--- src/rtl/dac_serial_rx.sv ---
// Serial DAC word receiver: 16-bit frames under sync_n, two channels with ldac_n transfer.
// Optional saturating error counter enabled by defining DAC_RX_ERR_CNT_EN.
`timescale 1ns/1ps
module dac_serial_rx (
    input  logic        clk,
    input  logic        RESET_N,
    input  logic        sclk,
    input  logic        din,
    input  logic        sync_n,
    input  logic        ldac_n,
    output logic [11:0] chA_input,
    output logic [11:0] chB_input,
    output logic [11:0] chA_dac,
    output logic [11:0] chB_dac,
    output logic [2:0]  ctrlA,
    output logic [2:0]  ctrlB,
    output logic        word_valid,
    output logic        word_chan,
    output logic        err_short,
    output logic        err_long,
    output logic        busy
`ifdef DAC_RX_ERR_CNT_EN
    ,
    output logic [7:0]  err_cnt
`endif
);

    typedef enum logic [1:0] {IDLE, SHIFT, HOLD} state_t;

    state_t      r_state;
    state_t      w_next;
    logic [2:0]  r_sclk_s;
    logic [2:0]  r_sync_s;
    logic [1:0]  r_din_s;
    logic [1:0]  r_ldac_s;
    logic [1:0]  r_fill;
    logic        r_armed;
    logic [15:0] r_shift;
    logic [4:0]  r_cnt;
    logic        r_done;
    logic        r_valid;
    logic        r_chan;
    logic        r_err_short;
    logic        r_err_long;
    logic        r_long_seen;
    logic [11:0] r_a_in;
    logic [11:0] r_b_in;
    logic [11:0] r_a_dac;
    logic [11:0] r_b_dac;
    logic [2:0]  r_ctrl_a;
    logic [2:0]  r_ctrl_b;
    logic        w_busy;

    logic w_sclk_fall;
    logic w_sync_fall;
    logic w_sync_rise;
    logic w_accept;
    logic w_short;
    logic w_long;

    assign w_sclk_fall = ~r_sclk_s[1] & r_sclk_s[2];
    assign w_sync_fall = ~r_sync_s[1] & r_sync_s[2];
    assign w_sync_rise = r_sync_s[1] & ~r_sync_s[2];
    assign w_accept    = (r_state == SHIFT) & w_sclk_fall & (r_cnt == 5'd15);
    assign w_short     = (r_state == SHIFT) & w_sync_rise & ~w_accept;
    assign w_long      = (r_state == HOLD) & w_sclk_fall & ~r_sync_s[1] & ~r_long_seen;

    always_ff @(posedge clk or negedge RESET_N) begin
        if (!RESET_N) begin
            r_sclk_s <= 3'b000;
            r_sync_s <= 3'b111;
            r_din_s  <= 2'b00;
            r_ldac_s <= 2'b11;
            r_fill   <= 2'b00;
            r_armed  <= 1'b0;
        end else begin
            r_sclk_s <= {r_sclk_s[1:0], sclk};
            r_sync_s <= {r_sync_s[1:0], sync_n};
            r_din_s  <= {r_din_s[0], din};
            r_ldac_s <= {r_ldac_s[0], ldac_n};
            r_fill   <= {r_fill[0], 1'b1};
            // a frame may only open once sync_n has truly been seen high
            r_armed  <= r_armed | (r_fill[1] & r_sync_s[1]);
        end
    end

    always_ff @(posedge clk or negedge RESET_N) begin
        if (!RESET_N) r_state <= IDLE;
        else          r_state <= w_next;
    end

    always_comb begin
        w_next = r_state;
        unique case (r_state)
            IDLE:    if (w_sync_fall & r_armed) w_next = SHIFT;
            SHIFT: begin
                if (w_accept)         w_next = w_sync_rise ? IDLE : HOLD;
                else if (w_sync_rise) w_next = IDLE;
            end
            HOLD:    if (w_sync_rise) w_next = IDLE;
            default: w_next = IDLE;
        endcase
    end

    always_comb begin
        w_busy = (r_state != IDLE);
    end

    always_ff @(posedge clk or negedge RESET_N) begin
        if (!RESET_N) begin
            r_shift     <= '0;
            r_cnt       <= '0;
            r_done      <= 1'b0;
            r_valid     <= 1'b0;
            r_chan      <= 1'b0;
            r_err_short <= 1'b0;
            r_err_long  <= 1'b0;
            r_long_seen <= 1'b0;
            r_a_in      <= '0;
            r_b_in      <= '0;
            r_a_dac     <= '0;
            r_b_dac     <= '0;
            r_ctrl_a    <= '0;
            r_ctrl_b    <= '0;
        end else begin
            r_done      <= w_accept;
            r_valid     <= r_done;
            r_err_short <= w_short;
            r_err_long  <= w_long;
            if (r_state == IDLE && w_next == SHIFT) begin
                r_cnt       <= '0;
                r_long_seen <= 1'b0;
            end else if (r_state == SHIFT && w_sclk_fall) begin
                r_shift <= {r_shift[14:0], r_din_s[1]};
                r_cnt   <= r_cnt + 5'd1;
            end
            if (w_long) r_long_seen <= 1'b1;
            if (r_done) begin
                r_chan <= r_shift[15];
                if (r_shift[15]) begin
                    r_b_in   <= r_shift[11:0];
                    r_ctrl_b <= r_shift[14:12];
                end else begin
                    r_a_in   <= r_shift[11:0];
                    r_ctrl_a <= r_shift[14:12];
                end
            end
            if (!r_ldac_s[1]) begin
                r_a_dac <= r_a_in;
                r_b_dac <= r_b_in;
            end
        end
    end

`ifdef DAC_RX_ERR_CNT_EN
    logic [7:0] r_err_cnt;

    always_ff @(posedge clk or negedge RESET_N) begin
        if (!RESET_N)
            r_err_cnt <= '0;
        else if ((r_err_short | r_err_long) && r_err_cnt != 8'hFF)
            r_err_cnt <= r_err_cnt + 8'd1;
    end

    assign err_cnt = r_err_cnt;
`endif

    assign chA_input  = r_a_in;
    assign chB_input  = r_b_in;
    assign chA_dac    = r_a_dac;
    assign chB_dac    = r_b_dac;
    assign ctrlA      = r_ctrl_a;
    assign ctrlB      = r_ctrl_b;
    assign word_valid = r_valid;
    assign word_chan  = r_chan;
    assign err_short  = r_err_short;
    assign err_long   = r_err_long;
    assign busy       = w_busy;

endmodule

--- config.mk ---
export PLATFORM = sky130hd
export DESIGN_NAME = dac_serial_rx
export DESIGN_NICKNAME = d
export VERILOG_FILES = /design/src/rtl/dac_serial_rx.sv
export SDC_FILE = /design/constraint.sdc
export NUM_CORES = 1
export LEC_CHECK = 0
export CORE_ASPECT_RATIO = 1.5
export CORE_MARGIN = 4
export CORE_UTILIZATION = 45
export CTS_BUF_LIST = sky130_fd_sc_hd__clkbuf_16
export CTS_CLUSTER_DIAMETER = 30
export DETAILED_ROUTE_END_ITERATION = 6
export PLACE_DENSITY = 0.78
export RECOVER_POWER = 100
export SYNTH_ARGS = -nofsm -noshare
export SYNTH_HDL_FRONTEND = slang
export SYNTH_SLANG_ARGS = --single-unit
--- constraint.sdc ---
create_clock -name clk -period 1.3 [get_ports clk]
set_clock_uncertainty 0.1 [all_clocks]
set_input_delay 0.26 -clock clk [delete_from_list [all_inputs] [get_ports clk]]
set_output_delay 0.26 -clock clk [all_outputs]
set_load 0.03 [all_outputs]
==> reports/qor.csv <==
stage,metric,value,unit
status,outcome,"finished, violations left",
status,failing checks,setup timing,
critical_path,Slowest cell on crit path,sky130_fd_sc_hd__dfrtp_1,
drt,total vias in the final route,2305,
placed_design,dpl cells,426,
placed_design,weighted congestion at the end of routability-driven global placement,0.704,
sta,transition time of the tightest slew-check pin,0.816,ns
critical_path,Worst path max stage delay,0.38,ns
logic_synthesis,post-synthesis sequential element count,96,
clocking,source-to-sink clock delay at the later pin of the worst-skew pair,0.34,ns
drt,detail-routed via count per cell,4.88,
drt,total routed wirelength,7.99,mm
hold_path,kind of path behind the tightest hold check,reg -> reg,
global_route,grt ovf,0,
logic_synthesis,share of the yosys chip area belonging to registers,68.3,%
sta,setup TNS,-3.91,ns
flow_run,max-capacitance violation count,0,
sta,final critical-path setup slack,-0.158,ns
final_layout,number of antenna repair diodes,0,
critical_path,WP data arrival,1.10,ns
sta,Tmin final,1.46,ns
critical_path,Crit path required time,0.94,ns
drt,first-pass iteration count of the detailed router,4,
sta,setup repair after global routing missed its margin,yes,
hold_path,hold-critical path endpoint,r_din_s[1]$_DFF_PN0_,
clocking,TritonCTS buffer count,9,
power,total leakage power,2.73,nW
critical_path,critical path capture point type,output pin,
logic_synthesis,Synth Net Count,260,
floorplan,horizontal die dimension,80.3,um
critical_path,element type at the critical path start,flip-flop,
critical_path,kind of cell adding the most delay to the critical path,flip-flops,
clocking,clk root buf,sky130_fd_sc_hd__clkbuf_16,
sta,tightest slew margin relative to the limit,45.6,%
clocking,number of H-tree levels,3,
global_route,Overall Global Routing Usage,17.7,%
floorplan,floorplan row count,39,
drt,detailed-route wire length per cell,16.9,um
logic_synthesis,largest area contributor in the synthesized netlist,sky130_fd_sc_hd__dfrtp_1,
clocking,clock net sink count,96,
hold_path,Worst Hold Path Cells,0,
floorplan,Core Box Area,0.00761,mm^2
critical_path,"setup slack, reg-to-reg",-0.12,ns
global_route,pin count of the biggest net entering global routing,30,
sta,final setup violation count,61,
logic_synthesis,share of Yosys cell area claimed by the top area cell type,64.5,%
placed_design,Final HPWL DP,4.82,mm
sta,worst hold-check slack,0.247,ns
clocking,clk slew on worst S/H paths,0.06,ns
logic_synthesis,YS warnings,0,
global_route,initial antenna violation count,0,
drt,# DRC,0,
critical_path,Critical Path Fanout Max,2,
power,power density of the placed cells,1240,mW/mm^2
global_route,vias in the first global route,2440,
floorplan,IO Pins,65,
logic_synthesis,synthesized instance count,252,
logic_synthesis,cell area after synthesis,0.00353,mm^2
sta,post-route fraction of the period consumed by the critical path,112,%
final_layout,# nets final,374,
sta,Pins Over Slew Limit,0,
clocking,buffer depth of the longest clock path,2,
sta,timing-limited maximum frequency,0.686,GHz
critical_path,number of cells on the worst reg-to-reg path,4,
floorplan,initial standard-cell utilization of the core,46.4,%
logic_synthesis,number of distinct library cell variants in the gate-level netlist after synthesis,27,
global_route,global-route wire length before repair,12.3,mm
placed_design,Port-buffer cells,64,
critical_path,Crit Path Category,reg -> out,
drt,Detail Route Antenna Nets,0,
final_layout,final std cells w/o fill,472,
critical_path,worst flop-to-flop path startpoint,r_state[1]$_DFF_PN0_,
final_layout,ratio of cells with drive above 1 in the final layout,54.1,%
floorplan,Die Span Y,116,um
critical_path,Critical path buffers and inverters,1,
floorplan,Die ar.,0.00935,mm^2
hold_path,hold path start,r_din_s[0]$_DFF_PN0_,
logic_synthesis,leading post-synthesis cells by cell area,"sky130_fd_sc_hd__dfrtp_1, sky130_fd_sc_hd__mux2_2, sky130_fd_sc_hd__nand2_1",
final_layout,area grow syn2layout,48.2,%
sta,final-report hold violation count,0,
critical_path,worst reg2reg path endpoint,r_cnt[3]$_DFFE_PN0P_,
drt,initial drt markers,161,
logic_synthesis,Post-Syn Area per Cell,14.0,um^2
final_layout,utilization of the core after routing,68.7,%
power,Tot Pwr,6.48,mW
clocking,TritonCTS clock tree,built,
power,VDD IR max,1010,uV
final_layout,number of inserted filler cells in the final layout,551,
critical_path,cell breakdown of the critical path,or2_4 -> buf_6,
## layout make-up
cell class,instances,area (um^2),area share (%)
clock buffer,9,225,4.31
clock inverter,6,60.1,1.15
inverter,5,18.8,0.359
multi-input combinational,141,1290,24.6
sequential,96,2410,46.1
tap,102,128,2.44
timing repair buffer,113,1100,21.1
## cells by family (layout without fill, tap and decap cells)
group                      count (synthesis)  count (layout)  share of synthesized area (%)
AOI/OAI and AO/OA                         12              12                           1.88
and+or+nand+nor                           71              71                           9.18
muxes                                     54              54                           17.2
other                                      1               1                          0.106
DFF                                       96              96                           68.3
adders and majority gates                  2               2                          0.709
xor gates and xnor gates                   1               1                          0.248
buffers and inverters                     15             133                           2.38
## cells in the mapped netlist
cell	n
sky130_fd_sc_hd__and4bb_2	1
sky130_fd_sc_hd__mux2_2	54
sky130_fd_sc_hd__nand2_2	1
sky130_fd_sc_hd__nor2b_1	4
sky130_fd_sc_hd__and3_1	1
sky130_fd_sc_hd__nand2_1	51
sky130_fd_sc_hd__or2_2	1
sky130_fd_sc_hd__o21ai_0	5
sky130_fd_sc_hd__ha_1	2
sky130_fd_sc_hd__a21oi_1	4
sky130_fd_sc_hd__a211oi_1	1
sky130_fd_sc_hd__o22ai_1	1
sky130_fd_sc_hd__xnor2_1	1
sky130_fd_sc_hd__conb_1	1
sky130_fd_sc_hd__inv_1	5
sky130_fd_sc_hd__a21o_1	1
sky130_fd_sc_hd__dfrtp_1	91
sky130_fd_sc_hd__nand3_1	1
sky130_fd_sc_hd__nand4bb_1	2
sky130_fd_sc_hd__nand2b_1	3
sky130_fd_sc_hd__buf_4	1
sky130_fd_sc_hd__dfstp_2	5
sky130_fd_sc_hd__buf_2	7
sky130_fd_sc_hd__nor2_1	3
sky130_fd_sc_hd__buf_6	2
sky130_fd_sc_hd__nor4_1	1
sky130_fd_sc_hd__or3_1	2
## power breakdown
part           switching (mW)  leakage (nW)  total, mW  internal (mW)
clock                    1.07         0.139       2.54           1.47
sequential              0.156          1.29       3.31           3.16
combinational           0.319          1.30      0.620          0.301
total                    1.54          2.73       6.48           4.93
## per-layer routing
layer  GRT usage (%)  vias to the layer above  part of all wire, %
met2            30.9                       49                   54
met5               0                        -                    0
met4            8.12                        0                  2.2
li1                -                     1072                    -
met3            4.40                       15                  3.3
met1            20.4                     1169                   41
## through the flow
| stage | instance area (um^2) | setup slack, ns |
|---|---|---|
| 2_1_floorplan | 3590 | -0.0452 |
| 3_3_place_gp | 4370 | -0.288 |
| 3_5_place_dp | 4370 | -0.294 |
| 4_1_cts | 4930 | -0.165 |
| 5_1_grt | 5230 | -0.179 |
| 6_report | 5230 | -0.158 |
## worst max path at each step
stage / start / to / cells past startpoint / slack, ns
after global placement: r_state[0]$_DFF_PN0_ / busy / 2 / -0.29
final: r_state[0]$_DFF_PN0_ / busy / 2 / -0.16
after global routing: r_state[0]$_DFF_PN0_ / busy / 2 / -0.18
after CTS: r_state[0]$_DFF_PN0_ / busy / 2 / -0.16
after floorplan: r_cnt[0]$_DFFE_PN0P_ / r_cnt[4]$_DFFE_PN0P_ / 4 / -0.05
after detailed placement: r_state[0]$_DFF_PN0_ / busy / 2 / -0.29
## registers in the layout (all words and copies together), names as in the netlist, 2 cells and up
name / cells
chA_dac: 12
chA_input: 12
chB_dac: 12
chB_input: 12
ctrlA: 3
ctrlB: 3
r_cnt: 5
r_din_s: 2
r_fill: 2
r_ldac_s: 2
r_sclk_s: 3
r_shift: 16
r_state: 2
r_sync_s: 3
## repair_timing
action                                  in CTS  in global routing
endpoints found under the hold margin       20                  0
pin swaps                                    6                  4
resized for setup                           52                 32
hold buffers                                 1                  0
endpoints found under the setup margin      46                 88
setup buffers                                5                 22
gates cloned                                 1                  2
## cells in the final DEF (no fill, tap or decap), types with 2 or more instances in the layout
| cell | synthesis | routed |
|---|---|---|
| sky130_fd_sc_hd__mux2_2 | 54 | 15 |
| sky130_fd_sc_hd__inv_2 | 0 | 2 |
| sky130_fd_sc_hd__clkinv_2 | 0 | 2 |
| sky130_fd_sc_hd__buf_4 | 1 | 72 |
| sky130_fd_sc_hd__mux2_4 | 0 | 39 |
| sky130_fd_sc_hd__buf_6 | 2 | 18 |
| sky130_fd_sc_hd__buf_8 | 0 | 2 |
| sky130_fd_sc_hd__nor2_1 | 3 | 3 |
| sky130_fd_sc_hd__o21ai_1 | 0 | 2 |
| sky130_fd_sc_hd__dlygate4sd3_1 | 0 | 5 |
| sky130_fd_sc_hd__buf_2 | 7 | 2 |
| sky130_fd_sc_hd__nand2b_1 | 3 | 3 |
| sky130_fd_sc_hd__nor2b_1 | 4 | 3 |
| sky130_fd_sc_hd__dfrtp_1 | 91 | 91 |
| sky130_fd_sc_hd__inv_1 | 5 | 3 |
| sky130_fd_sc_hd__nand2_1 | 51 | 49 |
| sky130_fd_sc_hd__o21ai_0 | 5 | 2 |
| sky130_fd_sc_hd__dfstp_2 | 5 | 5 |
| sky130_fd_sc_hd__nand2_2 | 1 | 2 |
| sky130_fd_sc_hd__buf_12 | 0 | 9 |
| sky130_fd_sc_hd__nand4bb_4 | 0 | 2 |
| sky130_fd_sc_hd__clkbuf_16 | 0 | 12 |
| sky130_fd_sc_hd__a21oi_2 | 0 | 3 |
(Power assumes the default switching activity.)
==> RTL edit (same settings) <==
Build with the macro `DAC_RX_ERR_CNT_EN` defined.
--- a/src/rtl/dac_serial_rx.sv
+++ b/src/rtl/dac_serial_rx.sv
@@ -3,2 +3,4 @@
 `timescale 1ns/1ps
+`define DAC_RX_ERR_CNT_EN
+
 module dac_serial_rx (
Check against the original RTL (old outputs only; new: err_cnt): equivalent (equiv_simple and equiv_induct, registers matched by name and starting in step).
==> RTL edit against the original RTL <==
  * Sequential cell count is 8 higher
  * Cell area is 16% higher
  * Count of clock-buffer cells in the layout stayed put
  * Die area is 12% higher
  * Setup slack worse by 0.063 ns
  * Sequential share of layout area is 3.1 points lower
  * Area after synthesis is 13% higher
  * The run still ends with negative setup slack left
  * Wire length is 17% higher
Power is not compared: it rests on default switching activity, and its combinational part moved more than twofold at a synthesized area within 25%.
==> RTL edit: results <==
metrics = {
    "final_layout": {
        "largest_register": "r_shift",
        "multiInputGateArea_mm2": 0.00155,
        "layout.non_clock_inverters": 7,
        "final-clk-cell-share_pct": 4.69,
        "bufAreaShareNonClock_pct": 24.2,
        "antennaDiodeCount": 0,
        "n_fill_cell": 565,
        "post_route_cells_drive_above_1_share_pct": 57.4,
        "n_multi_input_combinational_cell": 165,
        "sh_seq_area_pct": 43.0,
        "final_net_count": 446,
        "largest_register_ff_count": 16,
        "buffers_excl_clock": 150,
    },
    "status": {
        "violations": "negative setup slack",
        "status": "finished, violations left",
    },
    "hold_path": {
        "worstHoldPathCells": 0,
        "hold_path.class": "reg -> reg",
        "min_to": "r_din_s[1]$_DFF_PN0_",
        "worst_hold_startpoint": "r_din_s[0]$_DFF_PN0_",
    },
    "cts": {
        "cts_repair_resize_count": 53,
        "cts_setup_buffers": 25,
        "htree_num_levels": 3,
        "hold_buffers": 1,
        "clk_root_buffer_cell": "clkbuf_16",
        "cts_inserted_buffers": 9,
        "clock_slew_seen_by_the_registers_of_the_worst_setup_and_hold_paths_ns": 0.06,
    },
    "place": {
        "gp_congestion": 0.706,
        "pre_cts_ws_ns": -0.347,
        "place.port_buffers": 72,
        "hpwlAfterDp_um": 5440,
    },
    "power": {
        "total_leakage_power_nw": 3.16,
        "clock_net_power_mw": 2.58,
        "sequential_cell_power_consumption_mw": 3.69,
        "power.ir.vdd_worst_mv": 0.819,
    },
    "detailed_routing": {
        "drt-wirelength-per-cell_um": 17.0,
        "drtIter0Drc": 105,
        "firstDrtPassIters": 4,
        "detail_route.vias_per_cell": 5.01,
    },
    "synthesis": {
        "yosys_register_bits": 104,
        "synth_nets": 295,
        "ys_warn_count": 0,
        "synth.top_cells.by_count": "dfrtp_1, nand2_1, mux2_2",
        "ys_top_cells_by_area": "dfrtp_1, mux2_2, nand2_1",
        "synth.lib_cells_used.distinct": 45,
        "ys_seq_area_share_pct": 65.3,
    },
    "timing": {
        "layout_setup_ws_ns": -0.221,
        "finalSetupViolations": 60,
        "max_slew.worst_pin.slew_ns": 0.687,
    },
    "setup_path": {
        "timing.critical_path.arrival_ns": 1.16,
        "crit_path_max_fanout": 4,
        "cell_count_of_the_worst_reg_to_reg_path": 4,
        "critPathMaxStageDelay_ns": 0.43,
        "worst_path_max_delay_cell": "dfrtp_2",
        "reg2reg_slack_ns": -0.19,
        "dominant_delay_contributor_by_cell_family_on_the_critical_path": "flip-flops",
    },
    "global_route": {
        "globalRouteTotalUtil_pct": 17.6,
        "wire_length_of_the_first_global_routing_pass_um": 14100,
        "antenna_found_initial": 0,
        "first_global_vias": 2824,
        "pin_count_of_the_biggest_net_entering_global_routing": 24,
    },
}
## RTL edit: how the worst max path moves through the flow
stage	from	to	slack, ns	depth (start not counted)
after detailed placement	r_state[1]$_DFF_PN0_	busy	-0.35	2
after global routing	r_state[1]$_DFF_PN0_	busy	-0.25	2
final	r_state[1]$_DFF_PN0_	busy	-0.22	2
after global placement	r_state[1]$_DFF_PN0_	busy	-0.32	2
after floorplan	err_cnt[0]$_DFFE_PN0P_	err_cnt[1]$_DFFE_PN0P_	-0.17	4
after CTS	r_state[1]$_DFF_PN0_	busy	-0.24	2
## RTL edit: logic make-up (layout without fill, tap and decap cells)
logic type / Yosys count / after routing / share of synthesized area [%]
AO/OA/AOI/OAI: 21 / 21 / 3.54
XOR/XNOR: 5 / 5 / 1.10
adder cells (fa/ha/maj): 3 / 3 / 0.940
buffers and inverters: 17 / 172 / 2.35
flip-flops: 104 / 104 / 65.3
multiplexers: 56 / 56 / 16.7
other: 1 / 1 / 0.0939
AND/OR/NAND/NOR: 79 / 79 / 9.96
## RTL edit: metal layers
layer	routed length, µm	track usage (%)	vias up
met1	3670	20.4	1401
met4	253	9.11	0
met5	0	0	-
li1	-	-	1271
met2	5120	30.6	55
met3	292	3.47	17
## RTL edit: metrics by stage
step / hold slack, ns / setup TNS (ns) / cells / total power, mW / area [µm²]
2_1_floorplan: -0.136 / -0.700 / 286 / 4.24 / 4080
3_3_place_gp: 0.0969 / -0.715 / 481 / 4.69 / 4990
3_5_place_dp: 0.0988 / -1.90 / 481 / 4.74 / 4990
4_1_cts: 0.208 / -3.04 / 523 / 7.65 / 5710
5_1_grt: 0.253 / -7.95 / 548 / 8.07 / 6090
6_report: 0.250 / -5.34 / 548 / 7.71 / 6090
